==> src/rtl/mips_pkg.sv <==
// Shared definitions for the memory-stage store write buffer.
package mips_pkg;

    localparam int unsigned WORD_W   = 32;
    localparam int unsigned ADDR_LSB = 2;

    typedef struct packed {
        logic [WORD_W-1:0] addr;
        logic [WORD_W-1:0] data;
    } wb_entry_t;

endpackage

==> src/rtl/wb_fwd_match.sv <==
// Store-to-load forwarding: picks the youngest occupied entry whose word address
// matches the load, searching backwards from the entry just before the write index.
module wb_fwd_match
    import mips_pkg::*;
#(
    parameter int unsigned DEPTH = 4,
    parameter int unsigned WAW   = 30,
    parameter int unsigned DW    = 32,
    localparam int unsigned IW   = $clog2(DEPTH)
) (
    input  logic                       ld_valid,
    input  logic [WAW-1:0]             ld_waddr,
    input  logic [DEPTH-1:0][WAW-1:0]  ent_waddr,
    input  logic [DEPTH-1:0][DW-1:0]   ent_data,
    input  logic [DEPTH-1:0]           ent_valid,
    input  logic [IW-1:0]              wr_idx,
    output logic                       hit,
    output logic [DW-1:0]              data
);

    logic [IW-1:0] idx;

    // k = 1 is the most recent push; the first match found wins.
    always_comb begin
        hit  = 1'b0;
        data = '0;
        idx  = '0;
        for (int unsigned k = 1; k <= DEPTH; k++) begin
            idx = IW'(wr_idx - IW'(k));
            if (!hit && ld_valid && ent_valid[idx] && (ent_waddr[idx] == ld_waddr)) begin
                hit  = 1'b1;
                data = ent_data[idx];
            end
        end
    end

endmodule

==> src/rtl/store_write_buffer.sv <==
// Posted-store write buffer: queues core stores, drains them to data memory under
// a ready handshake, and forwards queued data to matching loads.
module store_write_buffer
    import mips_pkg::*;
#(
    parameter int unsigned DEPTH = 4,
    parameter int unsigned AW    = 32,
    parameter int unsigned DW    = 32
) (
    input  logic                     clk,
    input  logic                     reset,
    input  logic                     st_valid,
    input  logic [AW-1:0]            st_addr,
    input  logic [DW-1:0]            st_data,
    input  logic                     ld_valid,
    input  logic [AW-1:0]            ld_addr,
    output logic                     ld_hit,
    output logic [DW-1:0]            ld_data,
    output logic                     stall,
    output logic                     dm_we,
    output logic [AW-1:0]            dm_addr,
    output logic [DW-1:0]            dm_wdata,
    input  logic                     dm_ready,
    output logic [$clog2(DEPTH):0]   count,
    output logic                     empty
);

    localparam int unsigned IW  = $clog2(DEPTH);
    localparam int unsigned PW  = IW + 1;
    localparam int unsigned WAW = AW - ADDR_LSB;

    logic [PW-1:0]               wr_ptr;
    logic [PW-1:0]               rd_ptr;
    logic [DEPTH-1:0][AW-1:0]    addr_q;
    logic [DEPTH-1:0][DW-1:0]    data_q;

    logic                        full;
    logic                        push;
    logic                        pop;
    logic [IW-1:0]               wr_idx;
    logic [IW-1:0]               rd_idx;
    logic [IW-1:0]               off;
    logic [DEPTH-1:0]            ent_valid;
    logic [DEPTH-1:0][WAW-1:0]   ent_waddr;
    logic                        unused_ld_lsb;

    assign wr_idx = wr_ptr[IW-1:0];
    assign rd_idx = rd_ptr[IW-1:0];

    // Pointers carry one extra wrap bit, so their difference is the occupancy.
    assign count  = PW'(wr_ptr - rd_ptr);
    assign empty  = (count == '0);
    assign full   = (count == PW'(DEPTH));

    assign push   = st_valid & ~full;
    assign stall  = st_valid & full;
    assign dm_we  = ~empty;
    assign pop    = dm_we & dm_ready;

    assign dm_addr  = empty ? '0 : addr_q[rd_idx];
    assign dm_wdata = empty ? '0 : data_q[rd_idx];

    // Byte-within-word bits play no part in forwarding.
    assign unused_ld_lsb = ^ld_addr[ADDR_LSB-1:0];

    // Slot i is occupied when its distance from the head is below the count.
    always_comb begin
        ent_valid = '0;
        ent_waddr = '0;
        off       = '0;
        for (int unsigned i = 0; i < DEPTH; i++) begin
            off          = IW'(IW'(i) - rd_idx);
            ent_valid[i] = ({1'b0, off} < count);
            ent_waddr[i] = addr_q[i][AW-1:ADDR_LSB];
        end
    end

    always_ff @(posedge clk or posedge reset) begin
        if (reset) begin
            wr_ptr <= '0;
            rd_ptr <= '0;
            addr_q <= '0;
            data_q <= '0;
        end else begin
            if (push) begin
                addr_q[wr_idx] <= st_addr;
                data_q[wr_idx] <= st_data;
                wr_ptr         <= PW'(wr_ptr + PW'(1));
            end
            if (pop) begin
                rd_ptr <= PW'(rd_ptr + PW'(1));
            end
        end
    end

    wb_fwd_match #(
        .DEPTH (DEPTH),
        .WAW   (WAW),
        .DW    (DW)
    ) u_fwd (
        .ld_valid  (ld_valid),
        .ld_waddr  (ld_addr[AW-1:ADDR_LSB]),
        .ent_waddr (ent_waddr),
        .ent_data  (data_q),
        .ent_valid (ent_valid),
        .wr_idx    (wr_idx),
        .hit       (ld_hit),
        .data      (ld_data)
    );

endmodule

==> config.mk <==
export PLATFORM = sky130hd
export DESIGN_NAME = store_write_buffer
export DESIGN_NICKNAME = d
export VERILOG_FILES = /design/src/rtl/mips_pkg.sv /design/src/rtl/wb_fwd_match.sv /design/src/rtl/store_write_buffer.sv
export SDC_FILE = /design/constraint.sdc
export NUM_CORES = 1
export LEC_CHECK = 0
export ABC_AREA = 1
export CAP_MARGIN = 20
export CORE_MARGIN = 4
export CORE_UTILIZATION = 50
export CTS_CLUSTER_DIAMETER = 100
export DETAILED_ROUTE_END_ITERATION = 7
export PLACE_DENSITY_LB_ADDON = 0.05
export REMOVE_ABC_BUFFERS = 1
export SYNTH_ARGS = -nofsm -noshare
export SYNTH_HDL_FRONTEND = slang
export SYNTH_SLANG_ARGS = --single-unit
==> constraint.sdc <==
create_clock -name clk -period 16.55 [get_ports clk]
set_clock_uncertainty 0.15 [all_clocks]
set_input_delay 3.31 -clock clk [delete_from_list [all_inputs] [get_ports clk]]
set_output_delay 3.31 -clock clk [all_outputs]
set_load 0.01 [all_outputs]
== Yosys cells after proc, flatten, opt, wreduce, memory -nomap -nowiden ==
Index checks and enable logic that the tools add are counted.
W data, S select, Z words.

* Equal/unequal tests: 5
* Reductions and logical operators: 16
* Order comparisons: 10
* Add/sub/neg operators: 10
* Bitwise gates (word level): 5
* Mux-type cells: 42

{| class="wikitable"
|+ Operator list
! cell !! count
|-
| $mux W32 || 13
|-
| $bmux W32 S2 || 6
|-
| $bwmux W128 || 2
|-
| $bmux W30 S2 || 4
|-
| $eq A30 B30 Y1 || 4
|-
| $mux W30 || 4
|-
| $demux W32 S2 || 1
|-
| $lt A2 B3 Y1 const B || 5
|-
| $logic_and A1 B1 Y1 || 12
|-
| $lt A2 B3 Y1 || 4
|-
| $bmux W1 S2 || 4
|-
| $mux W1 || 8
|-
| $add A3 B1 Y3 const B || 2
|-
| $sub A1 B2 Y2 const A || 2
|-
| $sub A2 B2 Y2 const A || 2
|-
| $sub A2 B2 Y2 const B || 2
|-
| $and A1 B1 Y1 || 3
|-
| $eq A3 B3 Y1 const B || 1
|-
| $logic_not A1 Y1 || 3
|-
| $logic_not A3 Y1 || 1
|-
| $sub A3 B3 Y3 || 1
|-
| $ge A2 B1 Y1 const B || 1
|-
| $not A1 Y1 || 2
|-
| $sub A2 B1 Y2 const B || 1
|}

* Logic and storage cells: 98
* Output and inout bits: 103
* Register bits: 262

== Depth between registers and ports, before layout ==
* Word-level depth: 22
* Mapped depth: 26
* Gate-level depth less buffers: 19

== Cells and area by module ==
A second synthesis with hierarchy kept.

* Cell total of the unflattened synthesis: 3919
* Area, all modules: 23030.8 um^2

{| class="wikitable"
|+ By module, submodules not included
! module !! area each (um^2) !! cells each !! times used
|-
| store_write_buffer || 13359.1 || 1706 || 1
|-
| wb_fwd_match || 9671.8 || 2213 || 1
|}

== Least setup slack after synthesis ==
No wires, ideal clock.

* Path type: in2out
* Start point: input port ld_addr[14]
* End point: output port ld_data[10]
* Data arrival time: 4.709 ns
* Buffers on the path: 2
* Stages: 12
* Slack: 8.381 ns
* Cell sequence: clkbuf_1 -> nor2_1 -> nor2_1 -> nand2_1 -> nor2_1 -> nand3_1 -> nor2_2 -> nor2_2 -> nand3_2 -> buf_2 -> nand3_1 -> nand2_1

* Cells in the longest elaborated chain, start to end: 18
* Elaborated cells between the ends (all ways): 24

{| class="wikitable"
|+ RTL lines
! what !! line !! RTL
|-
| from (decl) || store_write_buffer.sv:16 || <nowiki>input logic [AW-1:0] ld_addr,</nowiki>
|-
| $eq A30 B30 Y1 || wb_fwd_match.sv:30 || <nowiki>if (!hit && ld_valid && ent_valid[idx] && (ent_waddr[idx] == ld_waddr)) begin</nowiki>
|-
| $logic_and A1 B1 Y1 || wb_fwd_match.sv:30 ||
|-
| $mux W1 || wb_fwd_match.sv:30 ||
|-
| $logic_not A1 Y1 || wb_fwd_match.sv:30 ||
|-
| $logic_and A1 B1 Y1 (3 in series) || wb_fwd_match.sv:30 ||
|-
| $mux W1 || wb_fwd_match.sv:30 ||
|-
| $logic_not A1 Y1 || wb_fwd_match.sv:30 ||
|-
| $logic_and A1 B1 Y1 (3 in series) || wb_fwd_match.sv:30 ||
|-
| $mux W1 || wb_fwd_match.sv:30 ||
|-
| $logic_not A1 Y1 || wb_fwd_match.sv:30 ||
|-
| $logic_and A1 B1 Y1 (3 in series) || wb_fwd_match.sv:30 ||
|-
| $mux W32 (*) || wb_fwd_match.sv:30 ||
|-
| to (decl) || store_write_buffer.sv:18 || <nowiki>output logic [DW-1:0] ld_data,</nowiki>
|}

Mark *: on every way between the ends. The rest lies on a longest branch, timed or not.

== Worst setup path in the final report ==
* Start point: register wr_ptr[1]
* End point: output port ld_data[23]

* Cells in the longest elaborated chain, start to end: 22
* Elaborated cells between the ends (all ways): 57

{| class="wikitable"
|+ RTL lines
! what !! line !! RTL
|-
| from (decl) || store_write_buffer.sv:32 || <nowiki>logic [PW-1:0] wr_ptr;</nowiki>
|-
| from (signal assigned) || store_write_buffer.sv:88 || <nowiki>wr_ptr <= PW'(wr_ptr + PW'(1));</nowiki>
|-
| $sub A3 B3 Y3 || store_write_buffer.sv:51 || <nowiki>assign count = PW'(wr_ptr - rd_ptr);</nowiki>
|-
| $lt A2 B3 Y1 || store_write_buffer.sv:73 || <nowiki>ent_valid[i] = ({1'b0, off} < count);</nowiki>
|-
| $bmux W1 S2 || wb_fwd_match.sv:30 ||
|-
| $mux W1 (not written as such) || wb_fwd_match.sv:30 ||
|-
| $logic_and A1 B1 Y1 (2 in series) || wb_fwd_match.sv:30 ||
|-
| $mux W1 || wb_fwd_match.sv:30 ||
|-
| $logic_not A1 Y1 || wb_fwd_match.sv:30 ||
|-
| $logic_and A1 B1 Y1 (3 in series) || wb_fwd_match.sv:30 ||
|-
| $mux W1 || wb_fwd_match.sv:30 ||
|-
| $logic_not A1 Y1 || wb_fwd_match.sv:30 ||
|-
| $logic_and A1 B1 Y1 (3 in series) || wb_fwd_match.sv:30 ||
|-
| $mux W1 || wb_fwd_match.sv:30 ||
|-
| $logic_not A1 Y1 || wb_fwd_match.sv:30 ||
|-
| $logic_and A1 B1 Y1 (3 in series) || wb_fwd_match.sv:30 ||
|-
| $mux W32 (*) || wb_fwd_match.sv:30 ||
|}

Mark *: on every way between the ends. The rest lies on a longest branch, timed or not. The select of a mux whose other input is x is not followed.

==> flow_metrics.env <==
export IMPL_clock_sinks=262
export IMPL_powerDensity_nw_per_um2=250
export IMPL_coreArea_um2=40900
export IMPL_cts_repair_resized=0
export IMPL_synth_main_ff_cell="dfrtp_1"
export IMPL_synth_top_area_share_pct=31.6
export IMPL_area_growth_pct=14.4
export IMPL_critPathMostFrequentCell="nand3_1"
export IMPL_tightestPinTransition_ns=1.13
export IMPL_pin_count=204
export IMPL_finalSetupViolations=0
export IMPL_wl_per_cell_um=17.9
export IMPL_drt_iter0_markers=2495
export IMPL_pre_cts_slack_ns=5.54
export IMPL_hold_viol=0
export IMPL_max_cap_violations=0
export IMPL_clk_latency_ns=0.55
export IMPL_root_buffer="clkbuf_16"
export IMPL_track_usage_pct=31.7
export IMPL_ctsHtreeMaxLevel=2
export IMPL_leakagePower_nw=11.8
export IMPL_syn_avg_cell_area_um2=5.94
export IMPL_fin_tns_setup_ns=0
export IMPL_dieArea_um2=44800
export IMPL_die_w_um=212
export IMPL_rr_worst_depth=11
export IMPL_num_rows=74
export IMPL_cpPeakStageDelay_ns=1.01
export IMPL_die_h_um=212
export IMPL_clockBufferDepth=3
export IMPL_overflow=0
export IMPL_worstPathRequired_ns=13.09
export IMPL_syn_area_um2=20800
export IMPL_antenna_found_initial=4
export IMPL_critPathSlowestCell="dfrtp_4"
export IMPL_final_max_slew_viol_count=0
export IMPL_drcViolationCount=0
export IMPL_grt_max_degree=130
export IMPL_cts_setup_buffers=0
export IMPL_cts_clk_slew_worst_paths_ns=0.06
export IMPL_synth_seq_cells=262
export IMPL_nNetsFinal=3633
export IMPL_cp_max_fo=101
export IMPL_hold_class="register to register"
export IMPL_drive_gt1_share_pct=2.82
export IMPL_cts_tree="done"
export IMPL_yosys_area_top_type="dfrtp_1"
export IMPL_relSlewSlack_pct=24.4
export IMPL_setup_slack_ns=4.76
export IMPL_drtAntennaViolNets=0
export IMPL_avgViaCountPerCell=5.74
export IMPL_start_util_pct=50.7
export IMPL_critical_path_class="register to output pin"
export IMPL_firstDrtPassIters=6
export IMPL_netlist_instances=3497
export IMPL_drt_wl_total_um=72800
export IMPL_post_route_period_util_pct=71.2
export IMPL_hold_depth=2
export IMPL_cp_start_kind="register"
export IMPL_whs_ns=0.331
export IMPL_port_buffers=201
export IMPL_yosysMostFrequentCell="nand2_1"
export IMPL_cts_buffers=34
export IMPL_synth_distinct_cells=31
export IMPL_cp_cell_sequence="inv_4 -> ha_2 -> buf_4 -> inv_4 -> buf_4 -> nand3_1 -> nand3_1 -> o21ai_0 -> nor2_1 -> nand2_1 -> nor2_1 -> nand3_1 -> nor2_4 -> buf_4 -> nand3_2 -> nand3_1 -> nand3_1 -> nand2_1 -> clkdlybuf4s50_1"
export IMPL_synth_warnings=0
export IMPL_num_fill_cells=4103
export IMPL_routabilityCongestion=1.00
export IMPL_ys_top_cells_by_count="nand2_1, o21ai_0, nand3_1"
export IMPL_postCtsHoldBufs=0
export IMPL_grt_pass1_vias=21500
export IMPL_grt_pass1_wl_um=114000
export IMPL_vias=23400
export IMPL_peakVddDrop_uv=195
export IMPL_synth_edf_count=0
export IMPL_utilization_pct=58.0
export IMPL_dp_hpwl_um=45600
export IMPL_rsz0062_at_grt="false"
export IMPL_finalCriticalPeriod_ns=11.79
export IMPL_synthArstFlopShare_pct=100
export IMPL_synth_area_leaders="dfrtp_1, nand2_1, o21ai_0"
export IMPL_status="complete, no violations"
export IMPL_worstPathArrival_ns=8.33
export IMPL_endpoint_kind="output pin"
export IMPL_yosysSeqAreaShare_pct=31.6
export IMPL_reg2reg_slack_ns=11.78
export IMPL_max_freq_mhz=84.8
## worst max-delay path, delay by kind of cell, from the launching register on
kind | cells | cell delay, ns
AOI/OAI and AO/OA | 1 | 0.14
buffers and inverters | 6 | 3.52
and+or+nand+nor | 11 | 2.56
DFF | 1 | 1.01
adders and majority gates | 1 | 0.38
## metal layers
| metal | GRT usage, % | up-vias | part of all wire [%] |
|---|---|---|---|
| li1 | - | 11400 | - |
| met1 | 44.6 | 10800 | 43 |
| met2 | 50.4 | 1065 | 45 |
| met3 | 4.55 | 149 | 9.0 |
| met4 | 10.6 | 2 | 2.7 |
| met5 | 0 | - | 0.016 |
## cell usage in the layout (no fill, tap or decap), types with 4 or more instances in the layout
master / n
a21oi_1: 44
buf_4: 27
clkbuf_1: 12
clkbuf_16: 35
clkbuf_8: 5
clkdlybuf4s50_1: 201
clkinv_2: 6
dfrtp_1: 258
ha_1: 12
inv_1: 275
nand2_1: 1212
nand3_1: 482
nor2_1: 167
nor3_1: 5
o21ai_0: 691
o21ai_1: 17
o21bai_1: 4
o22ai_1: 32
xor2_1: 19
## worst paths after layout
kind,end,start
worst max-delay path,ld_data[23],wr_ptr[1]$_DFFE_PP0P_
worst min-delay path,addr_q[33]$_DFFE_PP0P_,addr_q[33]$_DFFE_PP0P_
worst max register to register,data_q[86]$_DFFE_PP0P_,wr_ptr[0]$_DFFE_PP0P_
worst min register to register,addr_q[33]$_DFFE_PP0P_,addr_q[33]$_DFFE_PP0P_
max in group asynchronous,wr_ptr[0]$_DFFE_PP0P_,reset
min in group asynchronous,addr_q[97]$_DFFE_PP0P_,reset
## through the flow
stage | instances | instance area (um^2) | power [W]
6_report | 4076 | 23800 | 0.00594
5_1_grt | 4076 | 23800 | 0.00653
4_1_cts | 4072 | 23700 | 0.00589
3_5_place_dp | 4013 | 22700 | 0.00516
3_3_place_gp | 4013 | 22700 | 0.00505
2_1_floorplan | 3253 | 19700 | 0.00385
## logic make-up after synthesis
logic type	synth area share, %
adders and majority gates	0.880
and+or+nand+nor	37.2
AOI/OAI and AO/OA	19.4
buffers and inverters	10.1
DFF	31.6
muxes	0.0482
xor gates and xnor gates	0.802
## sequential cells by signal, indices dropped and copies added (netlist names)
signal,flops
addr_q,128
wr_ptr,3
data_q,128
rd_ptr,3
## cell type report
type / instances / area (um^2) / area share, %
inverter: 283 / 1080 / 4.54
antenna: 3 / 7.51 / 0.0316
clock inverter: 7 / 42.5 / 0.179
timing repair buffer: 229 / 2240 / 9.44
tap: 532 / 666 / 2.80
multi-input combinational: 2708 / 12200 / 51.2
sequential: 262 / 6570 / 27.7
clock buffer: 52 / 990 / 4.17
## power by group
group	switching [W]	total [W]	internal, W
Combinational	0.00256	0.00394	0.00138
Sequential	0.000355	0.00130	0.000943
Clock	0.000294	0.000705	0.000412
Total	0.00321	0.00594	0.00273
Power figures use the tool's default switching activity.
